[src/rtl/pipe_stage_skid.sv]
// Pipeline-boundary register with a valid/ready handshake and a 2-entry skid buffer.
// Optional stall/flush performance counters are enabled by defining PIPE_STAGE_PERF_EN.
module pipe_stage_skid #(
    parameter int unsigned       DATA_W     = 32,
    parameter logic [DATA_W-1:0] BUBBLE_VAL = '0
) (
    input  logic              CLK,
    input  logic              RST,
    input  logic              enable,
    input  logic              flush,
    input  logic              in_valid,
    output logic              in_ready,
    input  logic [DATA_W-1:0] in_data,
    input  logic              in_halt,
    output logic              out_valid,
    input  logic              out_ready,
    output logic [DATA_W-1:0] out_data,
    output logic              out_halt,
    output logic [1:0]        occupancy,
    output logic [31:0]       stall_cnt,
    output logic [31:0]       flush_cnt
);

    // State encoding equals the number of held entries.
    typedef enum logic [1:0] {
        ST_EMPTY = 2'd0,
        ST_ONE   = 2'd1,
        ST_TWO   = 2'd2
    } state_t;

    typedef enum logic [1:0] {
        HEAD_HOLD = 2'd0,
        HEAD_IN   = 2'd1,
        HEAD_SKID = 2'd2,
        HEAD_CLR  = 2'd3
    } head_op_t;

    state_t            r_state;
    state_t            w_state_nxt;
    head_op_t          w_head_op;
    logic              w_skid_load;
    logic              w_acc;
    logic              w_deq;
    logic              w_halt_seen_nxt;

    logic [DATA_W-1:0] r_head_data;
    logic              r_head_halt;
    logic [DATA_W-1:0] r_skid_data;
    logic              r_skid_halt;
    logic              r_out_valid;
    logic              r_in_ready;
    logic              r_halt_seen;

    assign w_acc = in_valid & r_in_ready;
    assign w_deq = r_out_valid & out_ready & enable;

    // State register.
    always_ff @(posedge CLK) begin
        if (RST) begin
            r_state <= ST_EMPTY;
        end else begin
            r_state <= w_state_nxt;
        end
    end

    // Next-state logic; flush squashes everything regardless of handshake.
    always_comb begin
        w_state_nxt = r_state;
        if (flush) begin
            w_state_nxt = ST_EMPTY;
        end else begin
            case (r_state)
                ST_EMPTY: begin
                    if (w_acc) begin
                        w_state_nxt = ST_ONE;
                    end else begin
                        w_state_nxt = ST_EMPTY;
                    end
                end
                ST_ONE: begin
                    if (w_acc && !w_deq) begin
                        w_state_nxt = ST_TWO;
                    end else if (!w_acc && w_deq) begin
                        w_state_nxt = ST_EMPTY;
                    end else begin
                        w_state_nxt = ST_ONE;
                    end
                end
                ST_TWO: begin
                    if (w_deq) begin
                        w_state_nxt = ST_ONE;
                    end else begin
                        w_state_nxt = ST_TWO;
                    end
                end
                default: begin
                    w_state_nxt = ST_EMPTY;
                end
            endcase
        end
    end

    // Datapath steering derived from the current state and handshakes.
    always_comb begin
        w_head_op   = HEAD_HOLD;
        w_skid_load = 1'b0;
        if (flush) begin
            w_head_op = HEAD_CLR;
        end else begin
            case (r_state)
                ST_EMPTY: begin
                    if (w_acc) begin
                        w_head_op = HEAD_IN;
                    end else begin
                        w_head_op = HEAD_HOLD;
                    end
                end
                ST_ONE: begin
                    if (w_acc && w_deq) begin
                        w_head_op = HEAD_IN;
                    end else if (w_acc) begin
                        w_skid_load = 1'b1;
                    end else if (w_deq) begin
                        w_head_op = HEAD_CLR;
                    end else begin
                        w_head_op = HEAD_HOLD;
                    end
                end
                ST_TWO: begin
                    if (w_deq) begin
                        w_head_op = HEAD_SKID;
                    end else begin
                        w_head_op = HEAD_HOLD;
                    end
                end
                default: begin
                    w_head_op = HEAD_CLR;
                end
            endcase
        end
    end

    // Sticky halt: set by accepting a halt payload, cleared only by flush/reset.
    always_comb begin
        if (flush) begin
            w_halt_seen_nxt = 1'b0;
        end else if (w_acc && in_halt) begin
            w_halt_seen_nxt = 1'b1;
        end else begin
            w_halt_seen_nxt = r_halt_seen;
        end
    end

    // Head entry; empty head always carries the bubble so out_data needs no mux.
    always_ff @(posedge CLK) begin
        if (RST) begin
            r_head_data <= BUBBLE_VAL;
            r_head_halt <= 1'b0;
        end else begin
            case (w_head_op)
                HEAD_IN: begin
                    r_head_data <= in_data;
                    r_head_halt <= in_halt;
                end
                HEAD_SKID: begin
                    r_head_data <= r_skid_data;
                    r_head_halt <= r_skid_halt;
                end
                HEAD_CLR: begin
                    r_head_data <= BUBBLE_VAL;
                    r_head_halt <= 1'b0;
                end
                default: begin
                    r_head_data <= r_head_data;
                    r_head_halt <= r_head_halt;
                end
            endcase
        end
    end

    // Skid entry; contents are don't-care unless the state is TWO.
    always_ff @(posedge CLK) begin
        if (RST) begin
            r_skid_data <= '0;
            r_skid_halt <= 1'b0;
        end else if (w_skid_load) begin
            r_skid_data <= in_data;
            r_skid_halt <= in_halt;
        end else begin
            r_skid_data <= r_skid_data;
            r_skid_halt <= r_skid_halt;
        end
    end

    // Registered handshake outputs, so upstream never sees a combinational stall path.
    always_ff @(posedge CLK) begin
        if (RST) begin
            r_out_valid <= 1'b0;
            r_in_ready  <= 1'b1;
            r_halt_seen <= 1'b0;
        end else begin
            r_out_valid <= (w_state_nxt != ST_EMPTY);
            r_in_ready  <= (w_state_nxt != ST_TWO) && !w_halt_seen_nxt;
            r_halt_seen <= w_halt_seen_nxt;
        end
    end

    assign in_ready  = r_in_ready;
    assign out_valid = r_out_valid;
    assign out_data  = r_head_data;
    assign out_halt  = r_head_halt;
    assign occupancy = r_state;

`ifdef PIPE_STAGE_PERF_EN
    logic [31:0] r_stall_cnt;
    logic [31:0] r_flush_cnt;
    logic        w_stall;

    assign w_stall = r_out_valid & !(out_ready & enable);

    // Saturating performance counters, cleared only by reset.
    always_ff @(posedge CLK) begin
        if (RST) begin
            r_stall_cnt <= 32'd0;
            r_flush_cnt <= 32'd0;
        end else begin
            if (w_stall && (r_stall_cnt != 32'hFFFF_FFFF)) begin
                r_stall_cnt <= r_stall_cnt + 32'd1;
            end else begin
                r_stall_cnt <= r_stall_cnt;
            end
            if (flush && (r_flush_cnt != 32'hFFFF_FFFF)) begin
                r_flush_cnt <= r_flush_cnt + 32'd1;
            end else begin
                r_flush_cnt <= r_flush_cnt;
            end
        end
    end

    assign stall_cnt = r_stall_cnt;
    assign flush_cnt = r_flush_cnt;
`else
    assign stall_cnt = 32'd0;
    assign flush_cnt = 32'd0;
`endif

endmodule
[config.mk]
export PLATFORM = sky130hd
export DESIGN_NAME = pipe_stage_skid
export DESIGN_NICKNAME = d
export VERILOG_FILES = /design/src/rtl/pipe_stage_skid.sv
export SDC_FILE = /design/constraint.sdc
export NUM_CORES = 1
export LEC_CHECK = 0
export CAP_MARGIN = 25
export CORE_AREA = 4 4 91 93
export CTS_CLUSTER_DIAMETER = 150
export DETAILED_ROUTE_END_ITERATION = 6
export DIE_AREA = 0 0 95 97
export PLACE_DENSITY = 0.9
export RECOVER_POWER = 100
export SLEW_MARGIN = 20
export SYNTH_ARGS = -nofsm -noshare
export SYNTH_HDL_FRONTEND = slang
export SYNTH_SLANG_ARGS = --single-unit
[constraint.sdc]
create_clock -name CLK -period 6.1 [get_ports CLK]
set_input_delay 1.22 -clock CLK [delete_from_list [all_inputs] [get_ports CLK]]
set_output_delay 1.22 -clock CLK [all_outputs]
set_load 0.1 [all_outputs]
==> run_results.csv <==
group,metric,value,unit
run_status,status,"complete, but fails checks",
run_status,violations,"capacitance limit, slew limit",
cts,cts_max_path_buffers,2,
synth,synth_top_family_by_area,"buffers and inverters",
route,first_pass_iters,4,
synth,yosysUniqueCellTypes,33,
route,drt-total-wl,6.94,mm
route,drt_first_iter_violations,50,
setup_path,critPathKind,"input port to flip-flop",
cts,cts-htree-levels,3,
global_route,grt_pass1_wl,11.2,mm
cts,cts_sinks,71,
setup_path,worst_path_max_delay_cell,"clkbuf_1",
flow_run,drv_cap,1,
placed_design,portBuffers,75,
power_and_ir_drop,powerDensity,314,mW/mm2
global_route,grtUsageTotal,15.1,%
placed_design,place_hpwl,4.98,mm
worst_hold_path,hp-class,"flip-flop to flip-flop",
floorplan,core-area,0.00753,mm2
floorplan,die_x,95,um
synth,mappedNetlistArea,0.00337,mm2
cts,cts_tree,"yes",
setup_path,path_cells,"dlygate4sd3_1 -> clkbuf_1 -> and3b_1 -> o2bb2ai_1",
synth,syn_inst,354,
route,final_antenna_net_count,0,
synth,synth.ff_latch_count,71,
global_route,grt_pass1_vias,2340,
floorplan,initial_core_util,44.8,%
finish,antenna_cells,0,
timing,final_max_slew_viol_count,40,
cts,hold_buffers,0,
setup_path,crit_fanout,39,
finish,final_common_cell,"dfxtp_1",
timing,hold_violations,0,
synth,synth.avg_cell_area,9.53,um2
cts,clkLatencyLatePin,0.33,ns
cts,clkSlewWorstSetupHoldPaths,0.08,ns
timing,finalClockSkew,0.00966,ns
synth,ys_seq_area_share,42.1,%
setup_path,cp_data_arrival_time,4.17,ns
setup_path,crit_path_end_kind,"flip-flop",
cts,postCtsSetupBuffers,0,
power_and_ir_drop,power.leakage,1.70,nW
finish,synthToLayoutAreaGrowth,22.7,%
floorplan,rows,32,
timing,max_slew_margin,-18.9,%
finish,final_nets,463,
route,wire_per_inst,13.1,um
synth,yosys_warnings,0,
timing,fmax,0.252,GHz
floorplan,ioPinCount,140,
synth,synth_xor_area_share,0,%
setup_path,startpoint_type,"input port",
placed_design,routabilityCongestion,0.715,
finish,layout_common_cells,"dfxtp_1, nand2_1, conb_1",
timing,rsz0062_at_grt,"false",
global_route,grt_start_max_net_pins,40,
timing,fin_tns_setup,0,ns
floorplan,die_h,97,um
power_and_ir_drop,peakVddDrop,0.120,mV
cts,numCtsBuffers,9,
timing,worst_slew_pin_slew,1.78,ns
placed_design,placed_area,0.00391,mm2
global_route,antenna_found_initial,0,
setup_path,cp_slowest_stage_delay,1.27,ns
finish,fin_area,0.00414,mm2
synth,yosys.area_share.simple,10.3,%
cts,cts_resized,0,
timing,fin_crit_sh,64.9,%
timing,setup-violations-final,0,
cts,cts_root_buffer,"clkbuf_8",
synth,synthAdderAreaFrac,1.11,%
synth,muxShareOfSynthArea,9.79,%
setup_path,cp.required,6.31,ns
route,vias_per_cell,4.70,
timing,min_period,3.96,ns
route,routed-via-count,2482,
finish,drive_above_1_share,6.81,%
synth,synth-compound-area-share,18.2,%
global_route,gr-total-overflow,0,
route,drcViolationCount,0,
floorplan,die_area,0.00922,mm2
## metrics by stage
stage	cells	hold WS, ns	power (mW)	setup WS [ns]	util [%]
after floorplan	417	0.436	0.800	3.33	-
after global placement	512	0.440	0.819	2.13	52.0
after detailed placement	512	0.446	0.821	1.99	52.0
after CTS	528	0.456	1.32	2.36	55.6
after global routing	528	0.472	1.34	1.95	55.0
final	528	0.454	1.30	2.14	55.0
## sequential cells by signal, indices dropped and copies added (netlist names)
| register | count |
|---|---|
| in_ready | 1 |
| occupancy | 2 |
| out_data | 32 |
| out_halt | 1 |
| out_valid | 1 |
| r_halt_seen | 1 |
| r_skid_data | 32 |
| r_skid_halt | 1 |
## Yosys cell counts
master     count  share of area [%]
clkbuf_1       9                1.0
ha_1           3                1.1
nand3b_1       1               0.22
buf_2          6               0.89
nor3_1         1               0.15
mux2i_1       33                9.8
a211oi_1       1               0.22
o22ai_1        1               0.19
o2bb2ai_1     19                4.9
inv_1          3               0.33
dfxtp_1       71                 42
buf_4         65                 14
buf_8          3                1.3
buf_1          2               0.22
a21oi_1       34                5.0
conb_1         1               0.11
or3_1          1               0.19
a31oi_1        1               0.19
o2bb2ai_2     14                6.2
o21bai_1       2               0.44
a311oi_1       1               0.26
nand2_1       67                7.5
nor2_1         2               0.22
and4_4         1               0.33
and3_1         1               0.19
clkbuf_2       1               0.15
nor3_4         1               0.48
nand3_1        4               0.59
a21boi_0       1               0.22
o21a_1         1               0.22
a211o_1        1               0.26
and3b_1        1               0.26
nand2b_1       1               0.19
## critical path, delay by kind of cell
family                 cells  cell delay (ns)
buffers and inverters      2             1.79
and+or+nand+nor            1             0.79
AOI/OAI and AO/OA          1             0.34
## where the power goes
part	leakage (nW)	total (mW)	switching, mW	internal, mW
Sequential	0.575	0.481	0.00661	0.475
Combinational	0.994	0.324	0.273	0.0507
Clock	0.134	0.496	0.171	0.325
Total	1.70	1.30	0.451	0.851
## kinds of logic after synthesis
kind of cell	count (synthesis)
AOI/OAI and AO/OA	76
adders and majority gates	3
buffers and inverters	89
DFF	71
muxes	33
other	1
and+or+nand+nor	81
## area by class of cell
type,instances,area (um2)
Fill cell,685,3390
Multi-Input combinational cell,257,1530
Sequential cell,71,1420
Timing Repair Buffer,79,777
Clock buffer,11,141
Clock inverter,5,129
Tap cell,102,128
Inverter,3,11.3
## routing by layer
layer | vias to the layer above | wire [um] | GRT usage, % | part of all wire, %
met5 | - | 0 | 0 | 0
met4 | 0 | 99 | 5.11 | 1.4
met3 | 9 | 586 | 4.20 | 8.4
met2 | 99 | 3450 | 25.2 | 50
met1 | 1153 | 2810 | 18.4 | 40
li1 | 1221 | - | - | -
## worst paths after layout
check	startpoint	to	slack (ns)	depth (start not counted)
max	RST	out_data[12]	2.14	4
max reg2reg	out_valid	out_data[12]	3.40	8
min reg2reg	r_skid_data[19]	r_skid_data[19]	0.45	2
min	r_skid_data[19]	r_skid_data[19]	0.45	2
Note: power is estimated with default switching activity, not from simulation.
